==> src/rtl/display_pkg.sv <==
// Shared constants, types and helpers for the 7-segment display scanner.
package display_pkg;

  // Active-low glyphs, bit order {g,f,e,d,c,b,a}.
  localparam logic [6:0] SEG_0     = 7'h40;
  localparam logic [6:0] SEG_1     = 7'h79;
  localparam logic [6:0] SEG_2     = 7'h24;
  localparam logic [6:0] SEG_3     = 7'h30;
  localparam logic [6:0] SEG_4     = 7'h19;
  localparam logic [6:0] SEG_5     = 7'h12;
  localparam logic [6:0] SEG_6     = 7'h02;
  localparam logic [6:0] SEG_7     = 7'h78;
  localparam logic [6:0] SEG_8     = 7'h00;
  localparam logic [6:0] SEG_9     = 7'h10;
  localparam logic [6:0] SEG_A     = 7'h08;
  localparam logic [6:0] SEG_B     = 7'h03;
  localparam logic [6:0] SEG_C     = 7'h46;
  localparam logic [6:0] SEG_D     = 7'h21;
  localparam logic [6:0] SEG_E     = 7'h06;
  localparam logic [6:0] SEG_F     = 7'h0E;
  localparam logic [6:0] SEG_BLANK = 7'h7F;

  typedef enum logic [1:0] {
    StOff,
    StBlank,
    StShow
  } scan_state_e;

  // Bits needed to hold 0..n-1, never less than one.
  function automatic int unsigned clog2_min1(input int unsigned n);
    int unsigned r;
    r = 0;
    while ((32'd1 << r) < n) r++;
    if (r == 0) r = 1;
    return r;
  endfunction

endpackage

==> src/rtl/hex_to_7seg.sv <==
// Combinational hex nibble to active-low 7-segment pattern.
module hex_to_7seg
  import display_pkg::*;
(
  input  logic [3:0] nibble,
  output logic [6:0] seg
);

  // Full 16-entry decode, lower-case b and d to keep them distinct from 8 and 0.
  always_comb begin
    seg = SEG_BLANK;
    unique case (nibble)
      4'h0: seg = SEG_0;
      4'h1: seg = SEG_1;
      4'h2: seg = SEG_2;
      4'h3: seg = SEG_3;
      4'h4: seg = SEG_4;
      4'h5: seg = SEG_5;
      4'h6: seg = SEG_6;
      4'h7: seg = SEG_7;
      4'h8: seg = SEG_8;
      4'h9: seg = SEG_9;
      4'hA: seg = SEG_A;
      4'hB: seg = SEG_B;
      4'hC: seg = SEG_C;
      4'hD: seg = SEG_D;
      4'hE: seg = SEG_E;
      4'hF: seg = SEG_F;
    endcase
  end

endmodule

==> src/rtl/display_scanner.sv <==
// Time-multiplexed common-anode 7-segment scanner with per-slot dead time,
// per-frame input snapshot and optional leading-zero suppression.
module display_scanner
  import display_pkg::*;
#(
  parameter int unsigned NUM_DIGITS   = 4,
  parameter int unsigned PRESCALE     = 1000,
  parameter int unsigned BLANK_CYCLES = 16,
  localparam int unsigned SEL_W       = clog2_min1(NUM_DIGITS)
) (
  input  logic                    clk,
  input  logic                    rst_n,
  input  logic                    en,
  input  logic [4*NUM_DIGITS-1:0] digits,
  input  logic [NUM_DIGITS-1:0]   dp,
  input  logic                    lz_blank,
  output logic [SEL_W-1:0]        sel,
  output logic [NUM_DIGITS-1:0]   an,
  output logic [6:0]              seg,
  output logic                    dp_n,
  output logic                    frame_tick
);

  localparam int unsigned CNT_W = clog2_min1(PRESCALE);
  localparam logic [CNT_W-1:0] CNT_MAX = CNT_W'(PRESCALE - 1);
  localparam logic [SEL_W-1:0] IDX_MAX = SEL_W'(NUM_DIGITS - 1);

  scan_state_e state_q, state_d;
  logic [CNT_W-1:0] cnt_q, cnt_d;
  logic [SEL_W-1:0] idx_q, idx_d;
  logic             snap_load;
  logic             slot_wrap, frame_wrap;

  logic [4*NUM_DIGITS-1:0] snap_digits_q;
  logic [NUM_DIGITS-1:0]   snap_dp_q;
  logic                    snap_lz_q;

  logic [NUM_DIGITS-1:0] suppress;
  logic                  zero_run;
  logic [3:0]            cur_nib;
  logic [6:0]            glyph;
  logic                  show;

  logic [SEL_W-1:0]      sel_q, sel_d;
  logic [NUM_DIGITS-1:0] an_q, an_d;
  logic [6:0]            seg_q, seg_d;
  logic                  dp_n_q, dp_n_d;
  logic                  tick_q, tick_d;

  assign slot_wrap  = (cnt_q == CNT_MAX);
  assign frame_wrap = slot_wrap && (idx_q == IDX_MAX);

  // Next-state: counters, FSM and snapshot strobe; en low always forces OFF.
  always_comb begin
    state_d   = state_q;
    cnt_d     = cnt_q;
    idx_d     = idx_q;
    snap_load = 1'b0;
    if (!en) begin
      state_d = StOff;
      cnt_d   = '0;
      idx_d   = '0;
    end else if (state_q == StOff) begin
      cnt_d     = '0;
      idx_d     = '0;
      snap_load = 1'b1;
      state_d   = (BLANK_CYCLES > 0) ? StBlank : StShow;
    end else begin
      cnt_d = slot_wrap ? '0 : cnt_q + 1'b1;
      if (slot_wrap) idx_d = (idx_q == IDX_MAX) ? '0 : idx_q + 1'b1;
      snap_load = frame_wrap;
      // State tracks the count it will be paired with.
      state_d = (32'(cnt_d) < BLANK_CYCLES) ? StBlank : StShow;
    end
  end

  // Scan state register.
  always_ff @(posedge clk) begin
    if (!rst_n) begin
      state_q <= StOff;
      cnt_q   <= '0;
      idx_q   <= '0;
    end else begin
      state_q <= state_d;
      cnt_q   <= cnt_d;
      idx_q   <= idx_d;
    end
  end

  // Frame snapshot so mid-frame input changes never tear the display.
  always_ff @(posedge clk) begin
    if (!rst_n) begin
      snap_digits_q <= '0;
      snap_dp_q     <= '0;
      snap_lz_q     <= 1'b0;
    end else if (snap_load) begin
      snap_digits_q <= digits;
      snap_dp_q     <= dp;
      snap_lz_q     <= lz_blank;
    end
  end

  // Leading-zero mask: walk down from the MSD while every digit seen is zero.
  always_comb begin
    zero_run = 1'b1;
    suppress = '0;
    for (int i = NUM_DIGITS - 1; i >= 0; i--) begin
      zero_run    = zero_run && (snap_digits_q[4*i +: 4] == 4'h0);
      suppress[i] = snap_lz_q && (i > 0) && zero_run;
    end
  end

  assign cur_nib = snap_digits_q[4*int'(idx_q) +: 4];

  hex_to_7seg u_hex_to_7seg (
    .nibble (cur_nib),
    .seg    (glyph)
  );

  // Pin values for the next cycle; gated by en so a drop blanks immediately.
  always_comb begin
    show   = en && (state_q == StShow);
    sel_d  = en ? idx_q : '0;
    an_d   = '1;
    seg_d  = SEG_BLANK;
    dp_n_d = 1'b1;
    tick_d = en && (state_q != StOff) && (idx_q == '0) && (cnt_q == '0);
    if (show) begin
      an_d[idx_q] = 1'b0;
      seg_d       = suppress[idx_q] ? SEG_BLANK : glyph;
      dp_n_d      = ~snap_dp_q[idx_q];
    end
  end

  // Registered pins.
  always_ff @(posedge clk) begin
    if (!rst_n) begin
      sel_q  <= '0;
      an_q   <= '1;
      seg_q  <= SEG_BLANK;
      dp_n_q <= 1'b1;
      tick_q <= 1'b0;
    end else begin
      sel_q  <= sel_d;
      an_q   <= an_d;
      seg_q  <= seg_d;
      dp_n_q <= dp_n_d;
      tick_q <= tick_d;
    end
  end

  assign sel        = sel_q;
  assign an         = an_q;
  assign seg        = seg_q;
  assign dp_n       = dp_n_q;
  assign frame_tick = tick_q;

endmodule

==> config.mk <==
export PLATFORM = sky130hd
export DESIGN_NAME = display_scanner
export DESIGN_NICKNAME = d
export VERILOG_FILES = /design/src/rtl/display_pkg.sv /design/src/rtl/hex_to_7seg.sv /design/src/rtl/display_scanner.sv
export SDC_FILE = /design/constraint.sdc
export NUM_CORES = 1
export LEC_CHECK = 0
export ABC_AREA = 1
export CORE_ASPECT_RATIO = 0.75
export CORE_MARGIN = 1
export CORE_UTILIZATION = 40
export DETAILED_ROUTE_END_ITERATION = 8
export GPL_ROUTABILITY_DRIVEN = 0
export GPL_TIMING_DRIVEN = 0
export PLACE_DENSITY = 0.65
export SYNTH_ARGS = -nofsm -noshare
export SYNTH_HDL_FRONTEND = slang
export SYNTH_HIERARCHICAL = 1
export SYNTH_SLANG_ARGS = --single-unit
==> constraint.sdc <==
create_clock -name clk -period 2.3 [get_ports clk]
set_input_delay 0.46 -clock clk [delete_from_list [all_inputs] [get_ports clk]]
set_output_delay 0.46 -clock clk [all_outputs]
set_load 0.02 [all_outputs]
== Yosys cells after proc, flatten, opt, wreduce, memory -nomap -nowiden ==
Memories as Yosys holds them, arrays and structs flattened. A register that Yosys moved wholly into a read port is not among the register bits.
Index checks and enable logic that the tools add are counted.
W data, S select, Z words.
Storage, ports and cells
  flip-flop bits (word level): 43
  bits in latches: 0
  bits in writable memories: 0
  ROM bits: 112
  input bits: 24
  output and inout bits: 15
  word-level logic and storage cells: 60
  memories kept: 1
Operators by class
  add/subtract/negate cells: 2
  $mul: 0
  div/mod/pow operators: 0
  $lt $le $gt $ge: 3
  eq/ne operators: 3
  shift operators: 1
  mux-type cells: 12
  bitwise gates (word level): 5
  reduce and logical (&&, ||, !) cells: 22
Memories
  (no name shown): depth 16, bits a word 7, rd ports 1, clocked after memory_dff 1, wr ports 0, RTL line hex_to_7seg.sv:12  | unique case (nibble)
Operator list (number)
  $shiftx A16 B5 Y4: 1
  $logic_not A4 Y1: 3
  $logic_and A1 B1 Y1: 11
  $add A10 B1 Y10 const B: 1
  $eq A10 B10 Y1 const B: 1
  $logic_not A10 Y1: 1
  $lt A10 B5 Y1 const B: 1
  $mux W10: 1
  $mux W1: 6
  $reduce_or A3 Y1: 2
  $bmux W1 S2: 2
  $eq A2 B2 Y1 const B: 2
  $logic_not A2 Y1: 2
  $mux W2: 2
  $not A1 Y1: 4
  $not A4 Y4: 1
  $reduce_and A2 Y1: 2
  $lt A2 B3 Y1 const B: 1
  $add A2 B1 Y2 const B: 1
  $demux W1 S2: 1
  $ge A2 B1 Y1 const B: 1
  $reduce_bool A2 Y1: 1

== Depth between registers and ports, before layout ==
Gate-level depths: netlist of the first run.
  word-level depth: 7
  mapped depth: 13
  depth with buffers taken out: 11

== Modules after synthesis ==
The synthesis of the first run kept the hierarchy.
By module, submodules not included
  display_scanner: instances 1, cells an instance 276, area an instance 2114.5 µm², sequential area each 1001.0 µm²
  hex_to_7seg: instances 1, cells an instance 49, area an instance 274.0 µm², sequential area each 0.0 µm²

== Worst setup path before layout of the first run ==
Ideal clock, no wire load.
  kind: register -> register
  start point: reg idx_q[0]
  end point: reg seg_q[3], in the netlist seg[3]
  library setup time: 0.130 ns
  arrival: 1.971 ns
  data required time: 2.170 ns
  setup slack: 0.199 ns
  stages on the path, launching flop included: 13
  buffers on the path: 2
  period minus slack after synthesis: 2.101 ns
  cell sequence: dfxtp_1 -> buf_4 -> inv_2 -> clkbuf_1 -> o21ai_0 -> o22ai_1 -> inv_1 -> ha_1 -> nand2_1 -> nand3_1 -> nand2_1 -> inv_1 -> nand3_1
Between the ends
  elaborated cells between the ends (all ways): 4
  classes of those cells: 1 x shift; 2 x mux; 1 x reduce/logical
RTL lines
  from (decl): RTL line display_scanner.sv:30  | logic [SEL_W-1:0] idx_q, idx_d;
  from (signal assigned): RTL line display_scanner.sv:86  | idx_q <= idx_d;
  $shiftx A16 B5 Y4: RTL line display_scanner.sv:113  | assign cur_nib = snap_digits_q[4*int'(idx_q) +: 4];
  named net cur_nib[1]: RTL line display_scanner.sv:40  | logic [3:0] cur_nib;
  to (decl): RTL line display_scanner.sv:46  | logic [6:0] seg_q, seg_d;
The timed path passes the listed nets, and every way through them passes these cells. The select of a mux whose other input is x is not followed.
A chain may end at the register's enable or synchronous reset.

== Final worst setup path of the first run ==
Ends and elaborated chain as after synthesis.

==> results of run 1 <==
## cells by family (layout without fill, tap and decap cells)
logic type / count (synthesis) / count (layout)
buffers and inverters: 54 / 98
and+or+nand+nor: 150 / 150
AOI/OAI and AO/OA: 58 / 58
DFF: 50 / 50
adders and majority gates: 13 / 13
## placed cells by master (no fill, tap or decap), types with 2 or more instances in the layout
| cell | count |
|---|---|
| nor2_1 | 60 |
| dfxtp_1 | 50 |
| nand2_1 | 48 |
| inv_1 | 38 |
| clkdlybuf4s50_1 | 38 |
| nand3_1 | 27 |
| o21ai_0 | 25 |
| o21ai_1 | 13 |
| ha_1 | 13 |
| a21oi_1 | 10 |
| clkbuf_8 | 5 |
| buf_6 | 4 |
| nand4_1 | 4 |
| inv_2 | 2 |
| o22ai_1 | 2 |
| o22ai_2 | 2 |
| nor2_2 | 2 |
| o21ai_2 | 2 |
| clkbuf_1 | 2 |
| buf_2 | 2 |
| nor4_1 | 2 |
| a211oi_1 | 2 |
| clkinv_2 | 2 |
## metrics by stage
stage	std cells	instance area, um^2	hold slack [ns]	setup slack (ns)
finish	444	2980	0.471	0.184
global route	444	2980	0.484	-0.000130
CTS	444	2970	0.472	0.121
detailed placement	438	2860	0.458	-0.279
global placement	438	2860	0.447	-0.226
floorplan	325	2390	0.430	0.199
## layout make-up
class                   instances  area [um^2]  share of cell area
inverters                      42          163              0.0546
repair buffers                 38          380               0.128
plain buffers                  10         90.1              0.0303
clock inverters                 3         40.0              0.0135
multi-input cells             221         1140               0.383
well taps                      75         93.8              0.0315
clock buffers                   5         68.8              0.0231
flip-flops and latches         50         1000               0.336
## state kept, by name (all words and copies together) (netlist names), 2 cells and up
signal         count
sel                2
an                 4
state_q            2
snap_digits_q     16
idx_q              2
seg                7
cnt_q             10
snap_dp_q          4
## power breakdown
| part | leakage (uW) | internal [uW] | switching (uW) |
|---|---|---|---|
| logic | 0.000786 | 95.9 | 107 |
| registers | 0.000409 | 896 | 18.1 |
| clock network | 0.0000579 | 320 | 285 |
| total | 0.00125 | 1310 | 410 |
## what timing repair did
item,in CTS,in global routing
pin swaps,0,0
hold buffers,0,0
endpoints found under the hold margin,0,0
resized for setup,1,1
endpoints found under the setup margin,7,4
## critical path, delay by kind of cell, from the launching register on
kind                   cells  cell delay [ns]
AO/OA/AOI/OAI              2             0.49
buffers and inverters      4             0.65
flip-flops                 1             0.34
AND/OR/NAND/NOR            6             0.53
## metal layers
layer	global-route usage	up-vias
met5	0	-
met4	0.0575	0
met3	0.0406	4
met2	0.265	72
met1	0.259	907
li1	-	1132
## path summary, 6_finish.rpt
check,from,to,slack [ns],cells after the start
setup / recovery,idx_q[0]$_SDFFE_PP0N_,seg[3]$_SDFF_PP1_,0.18,12
hold / removal,snap_dp_q[2]$_SDFFE_PN0P_,snap_dp_q[2]$_SDFFE_PN0P_,0.47,2
setup reg to reg,idx_q[0]$_SDFFE_PP0N_,seg[3]$_SDFF_PP1_,0.18,12
hold reg to reg,snap_dp_q[2]$_SDFFE_PN0P_,snap_dp_q[2]$_SDFFE_PN0P_,0.47,2
==> out/qor.yml, run 1 <==
path_clk_slew_ns: 0.09
netlist_area_um2: 2390
wl_met2_um: 1940
cts_root_buf: "clkbuf_8"
yosys-top-cells-area: "dfxtp_1 (42%), nor2_1 (9.4%), nand2_1 (7.5%), ha_1 (6.8%), inv_1 (6.0%)"
clk_latency_ns: 0.30
viasPerCell: 4.76
drt-met1-wl_um: 2740
max_stage_delay_ns: 0.41
grt_pass1_vias: 1908
dr.max_layer_used: "met4"
port_buffers: 38
die_w_um: 91.2
dieArea_um2: 6290
met3_length_um: 248
min_period_ns: 2.12
fmax_mhz: 473
diodes: 0
numCtsBuffers: 5
cp_slowest_cell: "o21ai_0"
antenna_found_initial: 0
clockBufferDepth: 2
ys_warn_count: 6
synth.avg_cell_area_um2: 7.35
p_leak_uw: 0.00125
yosysTopAreaCell: "dfxtp_1"
worst-setup-path-type: "reg -> reg"
grt_pass1_wl_um: 8820
ys.flop_type: "dfxtp_1"
grt_max_degree: 19
synthXorXnorAreaFrac: 0
hp-class: "reg -> reg"
area_delta_synth_final_pct: 24.6
drt-total-wl_um: 4960
yosysMostFrequentCell: "nor2_1"
row_count: 23
peakVddDrop_mv: 0.277
htreeDepth: 2
syn_inst: 325
synth_nets: 362
status: "complete, no violations"
initial_utilization: 0.430
p_per_area_nw_per_um2: 578
synth_top_family_by_area: "simple AND/OR/NAND/NOR gates"
synth_top_area_frac: 0.419
tightestPinTransition_ns: 0.498
p_total_uw: 1720
cts.sinks: 50
min_period_over_period: 0.920
synth-seq-cells: 50
setup_viol: 0
cts_tree: "built"
ios: 39
postCtsSetupBuffers: 0
cp_data_required_time_ns: 2.47
finalSetupTns_ns: 0
crit_chain: "buf_4 > inv_2 > or2_1 > o21ai_0 > o21ai_0 > inv_1 > nand2_1 > nand2_1 > nand2_1 > nand2_1 > inv_1 > nand3_1"
yosysSeqAreaShare: 0.419
report.final.slew_viol_count: 0
slew_headroom: 0.664
grt-ovfl-total: 0
drt_first_pass_iters: 5
synth_mux_area_frac: 0
synth-edff-count: 0
utilization: 0.536
skew_ns: 0.00494
coreArea_um2: 5550
die_h_um: 68.9
track_usage: 0.180
drt_iter0_drc: 113
synth-async-reset-ratio: 0
yosys.cell_types.count: 32
drv_cap: 0
crit_arrival_ns: 2.29
fillers: 558
drive_gt1_frac: 0.0786
synth.top_cells.by_count: "nor2_1 (60), dfxtp_1 (50), nand2_1 (48)"
synth_simple_gate_area_frac: 0.270
crit_fanout: 18
wire_per_inst_um: 11.2
hpwl_um: 3880
end_kind: "flop"
fin_nets: 405
postRouteAntennaNets: 0
worstSetupStartpointType: "flop"
drc: 0
synth_fa_ha_area_frac: 0.0681
via_count: 2115
synth_compound_area_frac: 0.134
cp_common_cell: "nand2_1"
finalHoldViolCount: 0
(Power assumes the default switching activity.)
==> inputs of run 2 (changes only) <==
Settings changed: CAP_MARGIN set to 40, SYNTH_HIERARCHICAL 1 to unset.
==> run 2 against run 1 <==
Against the previous run:
- routed wire length is 0.24% higher
- sequential share of layout area is 1.3 points higher
- cell area is 3.7% lower
- global-route usage is 0.068 points lower
- clock skew is 0.0031 ns lower
- clock power is 21% lower
- core utilization is 1.2 points lower
- clock-buffer cell count is 2 higher
- sequential power hardly changed
==> out/qor.yml, run 2 <==
antenna_found_initial: 0  # unchanged
mostFrequentLayoutCell: "nor2_1"
dieArea_um2: 6090  # -3.1%
grtUsageMet3: 0.0400  # -0.000570
drt_iter0_drc: 101  # -11%
layout_common_cells: "nor2_1 (64), dfxtp_1 (50), clkdlybuf4s50_1 (38)"
netlist_area_um2: 2310  # -3.2%
cts_tree: "built"
p_seq_frac: 0.579  # +0.048
grt.met1_usage: 0.255  # -0.00435
port_buffers: 38  # unchanged
end_kind: "flop"
peakVddDrop_mv: 0.220  # -21%
synth.top_cells.by_count: "nor2_1 (64), dfxtp_1 (50), nand2_1 (37)"
via_count: 2061  # -2.6%
yosys-top-cells-area: "dfxtp_1 (43%), nor2_1 (10%), ha_1 (6.5%), nand2_1 (6.0%), o21ai_0 (5.2%)"
largest_reg_flops: 16  # unchanged
tightestPinTransition_ns: 0.378  # -0.120 ns
r2r_setup_slack_ns: 0.24  # +0.05 ns
path_clk_slew_ns: 0.08  # about the same
comb_power_share: 0.119  # about the same
p_clk_frac: 0.302  # -0.050
use_met2: 0.266  # +0.00119
grt-ovfl-total: 0  # unchanged
synth_top_area_frac: 0.433  # +0.0138
p_int_uw: 1190  # -9.0%
seqCellArea_um2: 1000  # unchanged
p_per_area_nw_per_um2: 550  # -5.0%
grt.busiest_layer: "met2"
syn_inst: 310  # -4.6%
multiInputGateArea_um2: 1100  # -3.2%
synth_nets: 346  # -4.4%
holdWs_ns: 0.467  # -0.00331 ns
wire_per_inst_um: 11.6  # +3.5%
fillers: 550  # -1.4%
worst-setup-path-type: "reg -> reg"
min_period_ns: 2.06  # -0.0518 ns
status: "complete, no violations"
diodes: 0  # unchanged
synth.avg_cell_area_um2: 7.46  # +1.5%
fmax_mhz: 484  # +2.5%
yosysSeqAreaShare: 0.433  # +0.0138
drt_first_pass_iters: 4  # -1
ys.flop_type: "dfxtp_1"
postCtsSetupBuffers: 0  # unchanged
viasPerCell: 4.79  # +0.62%
ys_warn_count: 0  # -6
top_register: "snap_digits_q"
drt-total-wl_um: 4980  # +0.24%
yosys.cell_types.count: 30  # -6.3%
crit_fanout: 11  # -7
rsz0062_at_grt: "no"
die_w_um: 89.8  # -1.6%
cts.sinks: 50  # unchanged
report.final.slew_viol_count: 0  # unchanged
slew_headroom: 0.747  # +0.0824
initial_utilization: 0.423  # -0.00717
worstSetupStartpointType: "flop"
drv_cap: 0  # unchanged
row_count: 23  # unchanged
htreeDepth: 2  # unchanged
p_total_uw: 1580  # -8.5%
fin_nets: 391  # -3.5%
cp_data_required_time_ns: 2.48  # about the same
grt_pass1_vias: 1816  # -4.8%
cts_root_buf: "clkbuf_8"
postRouteAntennaNets: 0  # unchanged
area_delta_synth_final_pct: 24.0
grt_max_degree: 14  # -5
finalHoldViolCount: 0  # unchanged
grt_pass1_wl_um: 8500  # -3.6%
synth-async-reset-ratio: 0  # unchanged
yosysTopAreaCell: "dfxtp_1"
synth-edff-count: 0  # unchanged
clockBufferDepth: 2  # unchanged
yosysMostFrequentCell: "nor2_1"
ios: 39  # unchanged
p_leak_uw: 0.00115  # -8.2%
hpwl_um: 3740  # -3.5%
die_h_um: 67.8  # -1.6%
min_period_over_period: 0.898  # -0.0225
coreArea_um2: 5470  # -1.6%
synth-seq-cells: 50  # unchanged
drc: 0  # unchanged
clk_latency_ns: 0.29  # about the same
track_usage: 0.179  # -0.000681
skew_ns: 0.00184  # -0.00310 ns
swShare: 0.243  # +0.00442
setup_viol: 0  # unchanged
crit_arrival_ns: 2.24  # -0.05 ns
numCtsBuffers: 5  # unchanged
drive_gt1_frac: 0.0732  # -0.00535
hp-class: "reg -> reg"
power.switching_uw: 382  # -6.8%
==> run 2: kinds of logic after synthesis <==
family | Yosys count | synth area share
adder cells (fa/ha/maj) | 12 | 0.0649
flip-flops | 50 | 0.433
AO/OA/AOI/OAI | 65 | 0.149
buffers and inverters | 43 | 0.0915
AND/OR/NAND/NOR | 140 | 0.261
==> run 2: final timing paths <==
kind | startpoint | endpoint | cells past startpoint
min reg2reg | snap_dp_q[2]$_SDFFE_PN0P_ | snap_dp_q[2]$_SDFFE_PN0P_ | 2
min | snap_dp_q[2]$_SDFFE_PN0P_ | snap_dp_q[2]$_SDFFE_PN0P_ | 2
max reg2reg | idx_q[1]$_SDFFE_PP0N_ | seg[3]$_SDFF_PP1_ | 10
max | idx_q[1]$_SDFFE_PP0N_ | seg[3]$_SDFF_PP1_ | 10
==> run 2: area by class of cell <==
| type | instances | share of cell area |
|---|---|---|
| plain buffers | 9 | 0.0275 |
| clock buffers | 7 | 0.0266 |
| inverters | 34 | 0.0463 |
| multi-input cells | 217 | 0.385 |
| flip-flops and latches | 50 | 0.349 |
| well taps | 75 | 0.0327 |
| repair buffers | 38 | 0.133 |
==> run 2: per-stage QoR <==
stage	std cells	utilization	TNS, ns	instance area (um^2)	worst slack, ns
after floorplan	310	-	0	2310	0.382
after global placement	423	0.510	-0.0146	2790	-0.0146
after detailed placement	423	0.510	-0.0132	2790	-0.0132
after CTS	430	0.524	0	2860	0.120
after global routing	430	0.524	0	2870	0.0402
final	430	0.524	0	2870	0.235
==> run 2: worst max-delay path, cell delays in order (launching register included) <==
cell     delay [ns]
dfxtp_1        0.48
inv_1          0.08
buf_2          0.20
a21oi_1        0.12
o21ai_0        0.13
o21ai_2        0.17
inv_1          0.14
ha_1           0.32
nor2_1         0.05
o21ai_0        0.17
nand3_1        0.09
==> run 2: per-layer routing <==
metal  wire, um  vias to the layer above
met2       1980                       71
met5          0                        -
met3        272                        4
met1       2680                      888
li1           -                     1098
met4         42                        0
==> run 2: power by group through the flow <==
stage | combinational (uW) | clock (uW) | sequential (uW)
after floorplan | 117 | 0 | 929
after global placement | 183 | 0 | 933
after detailed placement | 186 | 0 | 933
after CTS | 187 | 490 | 913
after global routing | 213 | 525 | 917
final | 187 | 476 | 912
==> run 2: what timing repair did <==
item                                    in CTS  in global routing
gates resized for setup                      1                  1
endpoints found under the hold margin        0                  0
endpoints found under the setup margin       2                  5
hold buffers                                 0                  0
